## src/rtl/rgmii_pkg.sv

```systemverilog
// Shared encodings for the RGMII receive path: speed codes, preamble/SFD values
// and the nibble-assembler state type.
package rgmii_pkg;

    localparam logic [1:0] SPEED_10   = 2'b00;
    localparam logic [1:0] SPEED_100  = 2'b01;
    localparam logic [1:0] SPEED_1000 = 2'b10;

    localparam logic [3:0] PRE_NIB  = 4'h5;
    localparam logic [3:0] SFD_NIB  = 4'hD;
    localparam logic [7:0] SFD_BYTE = 8'hD5;

    typedef enum logic [1:0] {
        ST_IDLE = 2'd0,
        ST_HUNT = 2'd1,
        ST_LOW  = 2'd2,
        ST_HIGH = 2'd3
    } rx_state_e;

    // Any code with bit 1 set selects gigabit byte mode.
    function automatic logic is_gig(input logic [1:0] spd);
        return !(spd == SPEED_10 || spd == SPEED_100);
    endfunction

endpackage

```

## src/rtl/rgmii_inband_status.sv

```systemverilog
// RGMII in-band link status decoder: the idle nibble is accepted only after it
// repeats on two consecutive inter-frame cycles.
module rgmii_inband_status
    import rgmii_pkg::*;
(
    input  logic       clk,
    input  logic       rst_n,
    input  logic [3:0] rxd,
    input  logic       rx_dv,
    input  logic       rx_er,
    output logic       link_up,
    output logic [1:0] link_speed,
    output logic       link_duplex
);

    logic [3:0] cand_q, cand_d;
    logic       match_q, match_d;
    logic [3:0] stat_q, stat_d;

    always_comb begin
        cand_d  = cand_q;
        match_d = 1'b0;
        stat_d  = stat_q;
        // Frame or error cycles break the run of matching idle nibbles.
        if (!rx_dv && !rx_er) begin
            if (match_q && (cand_q == rxd)) begin
                stat_d = rxd;
            end
            cand_d  = rxd;
            match_d = 1'b1;
        end
    end

    always_ff @(posedge clk) begin
        if (!rst_n) begin
            cand_q  <= 4'h0;
            match_q <= 1'b0;
            stat_q  <= 4'h0;
        end else begin
            cand_q  <= cand_d;
            match_q <= match_d;
            stat_q  <= stat_d;
        end
    end

    assign link_up     = stat_q[0];
    assign link_speed  = stat_q[2:1];
    assign link_duplex = stat_q[3];

endmodule

```

## src/rtl/gmii_rx_nibble_assembler.sv

```systemverilog
// Receive-side nibble-to-byte assembler: gigabit bytes pass through, while at
// 10M/100M nibble pairs are aligned on the SFD and emitted with a clock enable.
module gmii_rx_nibble_assembler
    import rgmii_pkg::*;
#(
    parameter int unsigned ENABLE_INBAND_STATUS = 1,
    parameter int unsigned SFD_ALIGN            = 1
) (
    input  logic       clk,
    input  logic       rst_n,
    input  logic [1:0] speed,
    input  logic [7:0] in_rxd,
    input  logic       in_rx_dv,
    input  logic       in_rx_er,
    output logic [7:0] out_rxd,
    output logic       out_rx_dv,
    output logic       out_rx_er,
    output logic       out_clk_en,
    output logic       align_err,
    output logic       link_up,
    output logic [1:0] link_speed,
    output logic       link_duplex
);

    rx_state_e  state_q, state_d;
    logic [1:0] lspd_q, lspd_d;
    logic [1:0] eff_spd;
    logic [3:0] nib_q, nib_d;
    logic       nib_er_q, nib_er_d;
    logic [3:0] prev_q, prev_d;
    logic [7:0] rxd_q, rxd_d;
    logic       dv_q, dv_d;
    logic       er_q, er_d;
    logic       clk_en_q, clk_en_d;
    logic       align_err_q, align_err_d;

    always_ff @(posedge clk) begin
        if (!rst_n) begin
            state_q     <= ST_IDLE;
            lspd_q      <= SPEED_10;
            nib_q       <= 4'h0;
            nib_er_q    <= 1'b0;
            prev_q      <= 4'h0;
            rxd_q       <= 8'h00;
            dv_q        <= 1'b0;
            er_q        <= 1'b0;
            clk_en_q    <= 1'b0;
            align_err_q <= 1'b0;
        end else begin
            state_q     <= state_d;
            lspd_q      <= lspd_d;
            nib_q       <= nib_d;
            nib_er_q    <= nib_er_d;
            prev_q      <= prev_d;
            rxd_q       <= rxd_d;
            dv_q        <= dv_d;
            er_q        <= er_d;
            clk_en_q    <= clk_en_d;
            align_err_q <= align_err_d;
        end
    end

    always_comb begin
        state_d     = state_q;
        lspd_d      = lspd_q;
        nib_d       = nib_q;
        nib_er_d    = nib_er_q;
        prev_d      = in_rxd[3:0];
        rxd_d       = rxd_q;
        dv_d        = dv_q;
        er_d        = er_q;
        clk_en_d    = 1'b0;
        align_err_d = 1'b0;

        // Live speed applies while idle so a new frame starts at the current
        // rate; once a frame is underway the latched speed is used.
        eff_spd = (state_q == ST_IDLE) ? speed : lspd_q;
        if (state_q == ST_IDLE) begin
            lspd_d = speed;
        end

        if (is_gig(eff_spd)) begin
            rxd_d    = in_rxd;
            dv_d     = in_rx_dv;
            er_d     = in_rx_er;
            clk_en_d = 1'b1;
            state_d  = ST_IDLE;
        end else begin
            case (state_q)
                ST_IDLE: begin
                    dv_d     = 1'b0;
                    er_d     = 1'b0;
                    clk_en_d = ~clk_en_q;
                    if (in_rx_dv) begin
                        if (SFD_ALIGN != 0) begin
                            state_d = ST_HUNT;
                        end else begin
                            nib_d    = in_rxd[3:0];
                            nib_er_d = in_rx_er;
                            state_d  = ST_HIGH;
                        end
                    end
                end
                ST_HUNT: begin
                    if (!in_rx_dv) begin
                        state_d = ST_IDLE;
                    end else if ((prev_q == PRE_NIB) && (in_rxd[3:0] == SFD_NIB)) begin
                        rxd_d    = SFD_BYTE;
                        dv_d     = 1'b1;
                        er_d     = in_rx_er;
                        clk_en_d = 1'b1;
                        state_d  = ST_LOW;
                    end
                end
                ST_LOW: begin
                    if (!in_rx_dv) begin
                        dv_d     = 1'b0;
                        er_d     = 1'b0;
                        clk_en_d = 1'b1;
                        state_d  = ST_IDLE;
                    end else begin
                        nib_d    = in_rxd[3:0];
                        nib_er_d = in_rx_er;
                        state_d  = ST_HIGH;
                    end
                end
                ST_HIGH: begin
                    if (!in_rx_dv) begin
                        // Odd nibble count: drop the orphan nibble and flag it.
                        dv_d        = 1'b0;
                        er_d        = 1'b0;
                        clk_en_d    = 1'b1;
                        align_err_d = 1'b1;
                        state_d     = ST_IDLE;
                    end else begin
                        rxd_d    = {in_rxd[3:0], nib_q};
                        er_d     = nib_er_q | in_rx_er;
                        dv_d     = 1'b1;
                        clk_en_d = 1'b1;
                        state_d  = ST_LOW;
                    end
                end
                default: state_d = ST_IDLE;
            endcase
        end
    end

    assign out_rxd    = rxd_q;
    assign out_rx_dv  = dv_q;
    assign out_rx_er  = er_q;
    assign out_clk_en = clk_en_q;
    assign align_err  = align_err_q;

    generate
        if (ENABLE_INBAND_STATUS != 0) begin : g_status
            rgmii_inband_status u_status (
                .clk         (clk),
                .rst_n       (rst_n),
                .rxd         (in_rxd[3:0]),
                .rx_dv       (in_rx_dv),
                .rx_er       (in_rx_er),
                .link_up     (link_up),
                .link_speed  (link_speed),
                .link_duplex (link_duplex)
            );
        end else begin : g_no_status
            assign link_up     = 1'b0;
            assign link_speed  = 2'b00;
            assign link_duplex = 1'b0;
        end
    endgenerate

endmodule
```

## config.mk

```make
export PLATFORM = sky130hd
export DESIGN_NAME = gmii_rx_nibble_assembler
export DESIGN_NICKNAME = d
export VERILOG_FILES = /design/src/rtl/rgmii_pkg.sv /design/src/rtl/rgmii_inband_status.sv /design/src/rtl/gmii_rx_nibble_assembler.sv
export SDC_FILE = /design/constraint.sdc
export NUM_CORES = 1
export LEC_CHECK = 0
export BUFFER_PORTS_ARGS = -buffer_cell sky130_fd_sc_hd__buf_4
export CAP_MARGIN = 0
export CORE_AREA = 3 3 72 54
export CTS_CLUSTER_SIZE = 14
export DETAILED_ROUTE_END_ITERATION = 8
export DIE_AREA = 0 0 75 57
export PLACE_DENSITY = 0.82
export SYNTH_ARGS = -nofsm -noshare
export SYNTH_HDL_FRONTEND = slang
export SYNTH_SLANG_ARGS = --single-unit
```

## constraint.sdc

```tcl
create_clock -name clk -period 1.51 [get_ports clk]
set_input_delay 0.151 -clock clk [delete_from_list [all_inputs] [get_ports clk]]
set_output_delay 0.151 -clock clk [all_outputs]
set_load 0.01 [all_outputs]
```

==> results.txt, run 1 <==
----------------------------------------------------
[Critical path]
  Worst EP arrival ... 1.60 ns
  Startpoint Class ... register
  Worst Path Class, Setup ... register to register
  Critical Path RT ... 1.68 ns
  Biggest fanout along the worst timing path ... 8
  Endpoint type of the worst setup path ... register

[Synthesis]
  Yosys synthesis warning count ... 0
  Total standard cell area after synthesis ... 1607 µm²
  Portion of synthesized cell area occupied by the leading cell type ... 41.12%
  Number of standard cells after synthesis ... 176
  Most area-consuming cells after synthesis ... sky130_fd_sc_hd__dfxtp_1 (41%), sky130_fd_sc_hd__mux2i_1 (11%), sky130_fd_sc_hd__nand2_1 (6.5%)
  Synth Net Count ... 190
  Fraction of the yosys area taken by sequential cells ... 41.12%
  Mapped Avg Cell Area ... 9.128 µm²
  Count of unique library cells instantiated by Yosys ... 40
  Cell taking the most area after synthesis ... sky130_fd_sc_hd__dfxtp_1
  Flip-flop and latch count after synthesis ... 33

[Layout]
  Final standard cell count with taps included and fillers excluded ... 245
  Post-layout net count ... 220
  Share of cells above drive strength 1 ... 26.57%
  Number of antenna diodes ... 0
  Most common library cell in the layout ignoring fill and taps ... sky130_fd_sc_hd__buf_4
  Synthesis-to-layout area growth ... 23.13%
  Most frequent cells in the layout ... sky130_fd_sc_hd__buf_4 (36), sky130_fd_sc_hd__dfxtp_1 (32), sky130_fd_sc_hd__nand2_1 (28)

[Detailed routing]
  Number of search-and-repair iterations in the first detailed-routing pass ... 4
  DRC violation count after routing ... 0
  Post-Route WL ... 3420 µm
  Vias after detailed routing ... 1332
  Average vias per placed instance ... 5.437
  Starting DRT DRC Count ... 66
  Avg WL per Cell ... 13.96 µm
  Number of routed nets with antenna violations ... 0

[Floorplanning]
  Starting utilization of the core area ... 50.69%
  Height of the die ... 57 µm
  Core Area ... 3169 µm²
  Die Wd ... 75 µm
  Rows ... 17
  Num ports ... 30
  Die ar. ... 4275 µm²

[Placement]
  Global placer's final weighted congestion ... 0.7713
  Cell total after placement ... 236
  IO buf count ... 28
  HPWL after detailed placement ... 2339 µm

[CTS]
  Clock tree from TritonCTS ... yes
  Skew-Pair Late Insertion Delay ... 0.28 ns
  Clk buf depth ... 2
  CTS H-Tree Depth ... 2
  Number of buffers created by CTS ... 5
  Worst-path clk slew ... 0.07 ns
  Root buffer cell ... sky130_fd_sc_hd__clkbuf_8
  # clock sinks ... 33
  Hold-fix buffers, CTS ... 0

[GRT]
  Initial antenna violation count ... 0
  Met1 GRT Util ... 24.67%
  Met3 track utilization from global routing ... 6.866%
  First-pass GRT wire length ... 5478 µm
  Number of global-route vias before repair ... 1172
  Global router's overall resource usage ... 16.83%
  Highest-utilization routing layer at the global route stage ... met1
  Met2 GRT Util ... 22.83%
  Overflow left after global routing ... 0
  Largest net degree at the start of global routing ... 41

[Status]
  Result of the run ... finished, final reports clean

[Power]
  Static leakage ... 0.8199 nW
  PnR Total Power ... 1.939 mW
  Worst VDD drop ... 0.6170 mV
  Power Dens Cells ... 980.2 nW/µm²

[STA]
  Transition time of the tightest slew-check pin ... 0.4179 ns
  Unrepaired setup endpoints after global routing ... yes
  Relative max-transition margin ... 71.93%
  Final Cycle Share ... 94.83%
  Sum of negative setup slack ... 0 ns
  Count of pins over their slew limit ... 0
  Tmin final ... 1.432 ns
  Setup-failing EPs final ... 0
  Clock Skews ... 0.003104 ns
  Peak clock frequency supported by timing ... 698.4 MHz
  Final hold vios ... 0

[Worst hold path]
  Type of the tightest min-delay check ... primary input to register

[Run]
  Count of max-cap constraint violations ... 0

----------------------------------------------------
## per-layer routing
layer  up-vias  wire length [µm]  part of all wire (%)
met5         -                 0                     0
met4         0                23                  0.67
met3         4               236                   6.9
met2        50              1502                    44
met1       604              1657                    48
li1        674                 -                     -
## power breakdown
group / internal [mW] / switching (mW) / leakage [nW] / total [mW]
clock network: 0.412 / 0.312 / 0.0542 / 0.723
registers: 0.911 / 0.0207 / 0.271 / 0.932
logic: 0.138 / 0.145 / 0.495 / 0.284
total: 1.46 / 0.478 / 0.820 / 1.94
## kinds of logic (layout without fill, tap and decap cells)
| logic type | count (synthesis) | after routing | share of synthesized area (%) |
|---|---|---|---|
| compound gates | 43 | 43 | 19.16 |
| simple gates | 59 | 59 | 20.72 |
| xor+xnor | 4 | 4 | 2.181 |
| flops | 33 | 33 | 41.12 |
| mux | 17 | 17 | 10.59 |
| buf+inv | 20 | 51 | 6.230 |
## cell usage after synthesis (all sizes together)
cell and count:
o21ai 18, o22ai 1, a21boi 8, and2b 1
nand3 5, nor3 1, o21a 3, buf 8
o211a 1, or2 1, nand4b 1, xnor2 1
nand4bb 1, and2 1, nand2 28, o22a 1
nor3b 3, a21oi 4, inv 6, or2b 1
or3b 1, o221ai 6, nor4 1, nor2b 6
o311ai 1, nand2b 1, dfxtp 33, and3 1
mux2i 17, nor2 6, clkbuf 6, xor2 3
## final cells by class
class / instances / area [µm²]
Fill cell: 274 / 1191
Multi-Input combinational cell: 123 / 852.1
Sequential cell: 33 / 661.9
Timing Repair Buffer: 37 / 290.3
Clock buffer: 7 / 96.34
Tap cell: 38 / 47.55
Inverter: 6 / 25.02
Clock inverter: 1 / 5.005
## registers in the layout, indices dropped and copies added (netlist names), 2 cells and up
name / count
prev_q: 4
g_status.u_status.stat_q: 4
nib_q: 4
out_rxd: 8
state_q: 2
g_status.u_status.cand_q: 4
## worst max-delay path, stage by stage, from the launching register on
cell and delay (ns):
sky130_fd_sc_hd__dfxtp_1 0.42, sky130_fd_sc_hd__and2b_1 0.24, sky130_fd_sc_hd__o21ai_1 0.24, sky130_fd_sc_hd__o311ai_4 0.14, sky130_fd_sc_hd__buf_12 0.17, sky130_fd_sc_hd__mux2i_1 0.11
## what timing repair did
| item | in CTS | in global routing |
|---|---|---|
| gates cloned | 0 | 0 |
| setup buffers | 0 | 1 |
| endpoints found under the setup margin | 5 | 8 |
| gates resized for setup | 1 | 2 |
| pin swaps | 0 | 1 |
## through the flow
stage               instance area, µm²  utilization [%]  hold slack (ns)  setup WS (ns)
floorplan                         1607                -           0.3205         0.2497
global placement                  1849            58.35           0.4479        0.04872
detailed placement                1849            58.35           0.4523       0.009740
CTS                               1952            61.59           0.1673       0.004336
global route                      1978            62.42           0.1692      -0.003511
finish                            1978            62.42           0.1739        0.07806
## worst paths after layout
check | startpoint | endpoint | slack [ns] | depth (start not counted)
max | lspd_q[1] | out_rxd[2] | 0.08 | 5
min reg2reg | out_rxd[5] | out_rxd[5] | 0.46 | 2
min | in_rxd[2] | prev_q[2] | 0.17 | 3
max reg2reg | lspd_q[1] | out_rxd[2] | 0.08 | 5
(Power assumes the default switching activity.)
==> run 2, diff against run 1 <==
--- a/config.mk
+++ b/config.mk
@@ -7,11 +7,11 @@
 export LEC_CHECK = 0
 export BUFFER_PORTS_ARGS = -buffer_cell sky130_fd_sc_hd__buf_4
 export CAP_MARGIN = 0
-export CORE_AREA = 3 3 72 54
+export CORE_AREA = 3 3 73 54
 export CTS_CLUSTER_SIZE = 14
 export DETAILED_ROUTE_END_ITERATION = 8
-export DIE_AREA = 0 0 75 57
-export PLACE_DENSITY = 0.82
+export DIE_AREA = 0 0 76 57
+export PLACE_DENSITY = 0.84
 export SYNTH_ARGS = -nofsm -noshare
 export SYNTH_HDL_FRONTEND = slang
 export SYNTH_SLANG_ARGS = --single-unit
==> constraint.sdc (replaced) <==
create_clock -name clk -period 1.3 [get_ports clk]
set_input_delay 0.13 -clock clk [delete_from_list [all_inputs] [get_ports clk]]
set_output_delay 0.13 -clock clk [all_outputs]
set_load 0.01 [all_outputs]
==> results.txt, run 2 (same netlist as run 1, synthesis figures left out) <==
----------------------------------------------------
[CTS]
  Root buffer cell ... sky130_fd_sc_hd__clkbuf_8 (unchanged)
  Worst-path clk slew ... 0.07 ns (about the same)
  Clk buf depth ... 2 (unchanged)
  CTS H-Tree Depth ... 2 (unchanged)
  Skew-Pair Late Insertion Delay ... 0.28 ns (about the same)
  Number of buffers created by CTS ... 5 (unchanged)
  Clock tree from TritonCTS ... yes (unchanged)
  # clock sinks ... 33 (unchanged)
  Hold-fix buffers, CTS ... 0 (unchanged)

[Layout]
  Synthesis-to-layout area growth ... 37.69% (was 23.13%)
  Number of antenna diodes ... 0 (unchanged)
  Final core utilization ... 68.87% (was 62.42%)
  Most common library cell in the layout ignoring fill and taps ... sky130_fd_sc_hd__buf_4 (unchanged)
  Share of cells above drive strength 1 ... 39.55% (was 26.57%)
  Largest register FFs ... 8 (unchanged)
  Post-layout net count ... 234 (was 220)
  Sequential cell area in the final layout ... 670.6 µm² (was 661.9 µm²)
  Most frequent cells in the layout ... sky130_fd_sc_hd__buf_4 (44), sky130_fd_sc_hd__dfxtp_1 (29), sky130_fd_sc_hd__nand2_1 (28) (was sky130_fd_sc_hd__buf_4 (36), sky130_fd_sc_hd__dfxtp_1 (32), sky130_fd_sc_hd__nand2_1 (28))
  FILL cells ... 259 (was 274)
  Final standard cell count with taps included and fillers excluded ... 267 (was 245)
  Area taken by multi-input logic gates ... 953.4 µm² (was 852.1 µm²)

[GRT]
  Number of global-route vias before repair ... 1264 (was 1172)
  First-pass GRT wire length ... 6078 µm (was 5478 µm)
  Global router's overall resource usage ... 17.79% (was 16.83%)
  Overflow left after global routing ... 0 (unchanged)
  Largest net degree at the start of global routing ... 41 (unchanged)
  Initial antenna violation count ... 0 (unchanged)

[STA]
  Relative max-transition margin ... 74.13% (was 71.93%)
  Setup-failing EPs final ... 14 (was 0)
  Tmin final ... 1.391 ns (was 1.432 ns)
  Transition time of the tightest slew-check pin ... 0.3880 ns (was 0.4179 ns)
  Setup slack of the critical path after layout ... -0.09141 ns (was 0.07806 ns)
  Final Cycle Share ... 107.0% (was 94.83%)
  Final hold vios ... 0 (unchanged)
  Clock Skews ... 0.007857 ns (was 0.003104 ns)
  Unrepaired setup endpoints after global routing ... yes (unchanged)
  Count of pins over their slew limit ... 0 (unchanged)
  Peak clock frequency supported by timing ... 718.7 MHz (was 698.4 MHz)

[Detailed routing]
  Starting DRT DRC Count ... 81 (was 66)
  Avg WL per Cell ... 14.47 µm (was 13.96 µm)
  Vias after detailed routing ... 1377 (was 1332)
  Number of search-and-repair iterations in the first detailed-routing pass ... 4 (unchanged)
  Post-Route WL ... 3863 µm (was 3420 µm)
  Number of routed nets with antenna violations ... 0 (unchanged)
  Average vias per placed instance ... 5.157 (was 5.437)
  DRC violation count after routing ... 0 (unchanged)

[Placement]
  IO buf count ... 28 (unchanged)
  HPWL after detailed placement ... 2411 µm (was 2339 µm)
  Cell total after placement ... 251 (was 236)
  Global placer's final weighted congestion ... 0.8147 (was 0.7713)

[Critical path]
  Critical Path RT ... 1.48 ns (was 1.68 ns)
  Worst EP arrival ... 1.57 ns (was 1.60 ns)
  Worst Path Class, Setup ... register to register (unchanged)
  Biggest fanout along the worst timing path ... 8 (unchanged)
  Setup slack on the worst flop-to-flop path ... -0.09 ns (was 0.08 ns)
  Endpoint type of the worst setup path ... register (unchanged)
  Startpoint Class ... register (unchanged)

[Worst hold path]
  Type of the tightest min-delay check ... primary input to register (unchanged)

[Status]
  Failing checks ... setup timing
  Result of the run ... complete, but fails checks (was finished, final reports clean)

[Floorplanning]
  Core Area ... 3212 µm² (was 3169 µm²)
  Height of the die ... 57 µm (unchanged)
  Starting utilization of the core area ... 50.02% (was 50.69%)
  Die ar. ... 4332 µm² (was 4275 µm²)
  Rows ... 17 (unchanged)
  Num ports ... 30 (unchanged)
  Die Wd ... 76 µm (was 75 µm)

[Power]
  Power Dens Cells ... 1019 nW/µm² (was 980.2 nW/µm²)
  Worst VDD drop ... 0.5819 mV (was 0.6170 mV)
  PnR Total Power ... 2.255 mW (was 1.939 mW)
  Static leakage ... 0.9024 nW (was 0.8199 nW)

[Run]
  Count of max-cap constraint violations ... 0 (unchanged)

----------------------------------------------------
[run 2: area by class of cell]
cell class	count	area share (%)
Timing Repair Buffer	51	18.89
Clock buffer	7	3.903
Multi-Input combinational cell	123	43.10
Sequential cell	33	30.32
Tap cell	47	2.658
Inverter	6	1.131
[run 2: where the power goes]
group / internal (mW) / total, mW / switching (mW)
Sequential: 1.06 / 1.08 / 0.0282
Combinational: 0.199 / 0.393 / 0.194
Clock: 0.420 / 0.777 / 0.357
Total: 1.68 / 2.26 / 0.580
[run 2: timing repair]
| item | CTS | global route |
|---|---|---|
| pin swaps | 3 | 13 |
| setup buffers | 4 | 6 |
| endpoints found under the setup margin | 18 | 21 |
| gates resized for setup | 14 | 24 |
| hold endpoints to repair | 0 | 0 |
[run 2: path summary, 6_finish.rpt]
path	startpoint	endpoint	depth (start not counted)
worst min register to register	out_rxd[5]	out_rxd[5]	2
worst min-delay path	in_rxd[3]	g_status.u_status.cand_q[3]	3
worst max-delay path	state_q[0]	out_rx_dv	6
worst max register to register	state_q[0]	out_rx_dv	6
[run 2: metal layers]
metal  wire (µm)  vias up  global-route usage (%)
met5           0        -                       0
met4         106        0                   8.269
met3         206       12                   4.574
met2        1764       45                   28.28
met1        1786      629                   23.02
li1            -      691                       -
[run 2: through the flow]
stage          hold WS [ns]  worst slack (ns)  setup TNS (ns)  instance area [µm²]
3_3_place_gp         0.4335           -0.1375          -1.145                 1918
4_1_cts              0.1457          -0.05099         -0.3093                 2073
5_1_grt              0.1648           -0.1489          -1.452                 2212
6_report             0.1488          -0.09141         -0.5304                 2212
2_1_floorplan        0.2995           0.03965               0                 1607
3_5_place_dp         0.4458           -0.2037          -1.649                 1918
[run 2: worst max-delay path: stages, from the launching register on]
cell	delay, ns
sky130_fd_sc_hd__dfxtp_4	0.37
sky130_fd_sc_hd__buf_12	0.13
sky130_fd_sc_hd__nor3b_4	0.23
sky130_fd_sc_hd__o21ai_4	0.11
sky130_fd_sc_hd__buf_4	0.15
sky130_fd_sc_hd__o21a_1	0.10
sky130_fd_sc_hd__o211a_1	0.20
==> run 3, diff against run 2 <==
--- a/config.mk
+++ b/config.mk
@@ -5,13 +5,14 @@
 export SDC_FILE = /design/constraint.sdc
 export NUM_CORES = 1
 export LEC_CHECK = 0
+export ABC_AREA = 1
 export BUFFER_PORTS_ARGS = -buffer_cell sky130_fd_sc_hd__buf_4
 export CAP_MARGIN = 0
 export CORE_AREA = 3 3 73 54
 export CTS_CLUSTER_SIZE = 14
 export DETAILED_ROUTE_END_ITERATION = 8
 export DIE_AREA = 0 0 76 57
-export PLACE_DENSITY = 0.84
+export PLACE_DENSITY = 0.83
 export SYNTH_ARGS = -nofsm -noshare
 export SYNTH_HDL_FRONTEND = slang
 export SYNTH_SLANG_ARGS = --single-unit
==> results.txt, run 3 <==
----------------------------------------------------
[Synthesis]
  Total standard cell area after synthesis ... 1588 µm² (was 1607 µm²)
  Mapped Avg Cell Area ... 6.756 µm² (was 9.128 µm²)
  Count of unique library cells instantiated by Yosys ... 28 (was 40)
  Synth Flop Type ... sky130_fd_sc_hd__dfxtp_1 (unchanged)
  Cell taking the most area after synthesis ... sky130_fd_sc_hd__dfxtp_1 (unchanged)
  Synth Net Count ... 249 (was 190)
  Most area-consuming cells after synthesis ... sky130_fd_sc_hd__dfxtp_1 (42%), sky130_fd_sc_hd__nand2_1 (14%), sky130_fd_sc_hd__inv_1 (8.3%) (was sky130_fd_sc_hd__dfxtp_1 (41%), sky130_fd_sc_hd__mux2i_1 (11%), sky130_fd_sc_hd__nand2_1 (6.5%))
  Ys async rst share ... 0% (unchanged)
  Number of standard cells after synthesis ... 235 (was 176)
  Leading cell type by number of instances after synthesis ... sky130_fd_sc_hd__nand2_1 (was sky130_fd_sc_hd__dfxtp_1)
  Number of synthesized flops with an enable pin ... 0 (unchanged)
  Portion of synthesized cell area occupied by the leading cell type ... 41.61% (was 41.12%)
  Flip-flop and latch count after synthesis ... 33 (unchanged)
  Most used standard cells in the synthesized netlist ... sky130_fd_sc_hd__nand2_1 (58), sky130_fd_sc_hd__inv_1 (35), sky130_fd_sc_hd__dfxtp_1 (33), sky130_fd_sc_hd__nor2_1 (33), sky130_fd_sc_hd__a21oi_1 (17) (was sky130_fd_sc_hd__dfxtp_1 (33), sky130_fd_sc_hd__nand2_1 (28), sky130_fd_sc_hd__mux2i_1 (17))
  Yosys synthesis warning count ... 0 (unchanged)
  Fraction of the yosys area taken by sequential cells ... 41.61% (was 41.12%)

[Power]
  Static leakage ... 1.013 nW (was 0.9024 nW)
  Switch Pwr ... 0.6461 mW (was 0.5796 mW)
  Clock Power Share ... 34.7% (was 34.5%)
  Sequential group share of total power ... 46.3% (was 48.1%)
  Worst VDD drop ... 0.6565 mV (was 0.5819 mV)
  Comb pwr share ... 19.0% (was 17.4%)
  Internal power contribution ... 1.754 mW (was 1.676 mW)
  Switching Fraction ... 26.92% (was 25.70%)
  Power Dens Cells ... 1173 nW/µm² (was 1019 nW/µm²)

[Detailed routing]
  Met3 Routed Length ... 280 µm (was 206 µm)
  Starting DRT DRC Count ... 126 (was 81)
  Post-Route WL ... 3439 µm (was 3863 µm)
  Vias after detailed routing ... 1482 (was 1377)
  Highest metal used ... met3 (was met4)
  DRC violation count after routing ... 0 (unchanged)
  Average vias per placed instance ... 4.602 (was 5.157)
  Number of routed nets with antenna violations ... 0 (unchanged)
  Detailed-routing wirelength on met1 ... 1743 µm (was 1786 µm)
  Number of search-and-repair iterations in the first detailed-routing pass ... 4 (unchanged)
  Detailed-routed wire length on met2 ... 1415 µm (was 1764 µm)
  Avg WL per Cell ... 10.68 µm (was 14.47 µm)

[Layout]
  Share of cells above drive strength 1 ... 27.64% (was 39.55%)
  Final standard cell count with taps included and fillers excluded ... 322 (was 267)
  Final core utilization ... 63.69% (was 68.87%)
  FILL cells ... 303 (was 259)
  Synthesis-to-layout area growth ... 28.84% (was 37.69%)
  Number of antenna diodes ... 0 (unchanged)
  Most frequent cells in the layout ... sky130_fd_sc_hd__nand2_1 (58), sky130_fd_sc_hd__buf_4 (36), sky130_fd_sc_hd__inv_1 (35) (was sky130_fd_sc_hd__buf_4 (44), sky130_fd_sc_hd__dfxtp_1 (29), sky130_fd_sc_hd__nand2_1 (28))
  Most common library cell in the layout ignoring fill and taps ... sky130_fd_sc_hd__nand2_1 (was sky130_fd_sc_hd__buf_4)
  Largest register FFs ... 8 (unchanged)
  Post-layout net count ... 288 (was 234)

[Floorplanning]
  Core Area ... 3212 µm² (unchanged)
  Rows ... 17 (unchanged)
  Starting utilization of the core area ... 49.44% (was 50.02%)
  Die ar. ... 4332 µm² (unchanged)
  Die Wd ... 76 µm (unchanged)
  Height of the die ... 57 µm (unchanged)
  Num ports ... 30 (unchanged)

[Critical path]
  Worst EP arrival ... 1.42 ns (was 1.57 ns)
  Startpoint Class ... register (unchanged)
  Endpoint type of the worst setup path ... register (unchanged)
  Worst Path Class, Setup ... register to register (unchanged)
  Critical Path RT ... 1.47 ns (was 1.48 ns)
  Biggest fanout along the worst timing path ... 12 (was 8)

[GRT]
  Initial antenna violation count ... 0 (unchanged)
  Global router's overall resource usage ... 16.30% (was 17.79%)
  First-pass GRT wire length ... 5706 µm (was 6078 µm)
  Number of global-route vias before repair ... 1256 (was 1264)
  Largest net degree at the start of global routing ... 18 (was 41)
  Overflow left after global routing ... 0 (unchanged)

[Placement]
  IO buf count ... 28 (unchanged)
  Global placer's final weighted congestion ... 0.9225 (was 0.8147)
  HPWL after detailed placement ... 2446 µm (was 2411 µm)
  Cell total after placement ... 312 (was 251)

[CTS]
  Clock tree from TritonCTS ... yes (unchanged)
  Root buffer cell ... sky130_fd_sc_hd__clkbuf_8 (unchanged)
  Number of buffers created by CTS ... 5 (unchanged)
  Hold-fix buffers, CTS ... 0 (unchanged)
  Clk buf depth ... 2 (unchanged)
  # clock sinks ... 33 (unchanged)
  CTS H-Tree Depth ... 2 (unchanged)
  Worst-path clk slew ... 0.07 ns (about the same)
  Skew-Pair Late Insertion Delay ... 0.28 ns (about the same)

[STA]
  Final hold vios ... 0 (unchanged)
  Tmin final ... 1.248 ns (was 1.391 ns)
  Relative max-transition margin ... 82.11% (was 74.13%)
  Clock Skews ... 0.003712 ns (was 0.007857 ns)
  Count of pins over their slew limit ... 0 (unchanged)
  Setup-failing EPs final ... 0 (was 14)
  Final Cycle Share ... 96.03% (was 107.0%)
  Transition time of the tightest slew-check pin ... 0.2669 ns (was 0.3880 ns)
  Fin Hold WS ... 0.08274 ns (was 0.1488 ns)
  Peak clock frequency supported by timing ... 801.0 MHz (was 718.7 MHz)
  Unrepaired setup endpoints after global routing ... yes (unchanged)
  Sum of negative setup slack ... 0 ns (was -0.5304 ns)

[Run]
  Count of max-cap constraint violations ... 0 (unchanged)

[Worst hold path]
  Type of the tightest min-delay check ... primary input to register (unchanged)

[Status]
  Result of the run ... finished, final reports clean (was complete, but fails checks)

----------------------------------------------------
run 3: cell types whose count changed after synthesis, sizes merged, moves of 4 or more:
cell    delta
nand2     +39
inv       +34
nor2      +32
mux2i     -17
a21oi     +13
a21boi     -8
nor2b      -6
o21ai      -6
o221ai     -6
clkbuf     -4
nand3      +4
run 3: stage by stage:
stage	total power [mW]	cell area, µm²	worst slack [ns]
after floorplan	1.396	1588	0.08429
after global placement	1.549	1874	0.02264
after detailed placement	1.556	1874	-0.02598
after CTS	2.401	1983	0.02166
after global routing	2.556	2046	-0.03135
final	2.400	2046	0.05157
run 3: final cells by class:
cell class              count  area, µm²  share of cell area (%)
clock inverters             1      5.005                  0.2446
inverters                  40      157.7                   7.706
multi-input cells         156      767.0                   37.49
flip-flops and latches     33      668.1                   32.66
clock buffers               7      96.34                   4.709
well taps                  47      58.81                   2.875
repair buffers             38      292.8                   14.31
run 3: final timing paths:
| kind | cells after the start | slack (ns) | to | from |
|---|---|---|---|---|
| max reg2reg | 7 | 0.05 | nib_q[2] | state_q[1] |
| min | 2 | 0.08 | g_status.u_status.match_q | in_rx_er |
| max | 7 | 0.05 | nib_q[2] | state_q[1] |
| min reg2reg | 2 | 0.45 | nib_q[2] | nib_q[2] |
run 3: kinds of logic (layout without fill, tap and decap cells):
family	count (synthesis)	in the layout	synth area share, %
AND/OR/NAND/NOR	119	120	33.18
buffers and inverters	47	86	12.61
AO/OA/AOI/OAI	35	35	12.06
flip-flops	33	33	41.61
XOR/XNOR	1	1	0.5517
run 3: critical path, stage by stage (launching register included):
cell,delay (ns)
sky130_fd_sc_hd__dfxtp_4,0.37
sky130_fd_sc_hd__nor2_4,0.15
sky130_fd_sc_hd__nand2_2,0.09
sky130_fd_sc_hd__nand2_4,0.11
sky130_fd_sc_hd__nand2_1,0.08
sky130_fd_sc_hd__buf_6,0.15
sky130_fd_sc_hd__o21ai_0,0.14
sky130_fd_sc_hd__a21oi_1,0.05
run 3: per-layer routing:
metal  up-vias  track usage [%]
met5         -                0
met4         0            3.876
met3         0            6.467
met2        47            22.22
met1       637            23.91
li1        798                -
run 3: what timing repair did:
action / CTS / global route
setup buffers: 0 / 1
setup endpoints to repair: 4 / 20
resized for setup: 3 / 17
pin swaps: 0 / 6
gates cloned: 0 / 1
run 3: power by group through the flow:
stage	sequential (mW)	combinational [mW]	clock, mW
6_report	1.11	0.456	0.833
5_1_grt	1.12	0.512	0.926
4_1_cts	1.11	0.427	0.862
3_5_place_dp	1.13	0.423	0
3_3_place_gp	1.13	0.419	0
2_1_floorplan	1.15	0.247	0
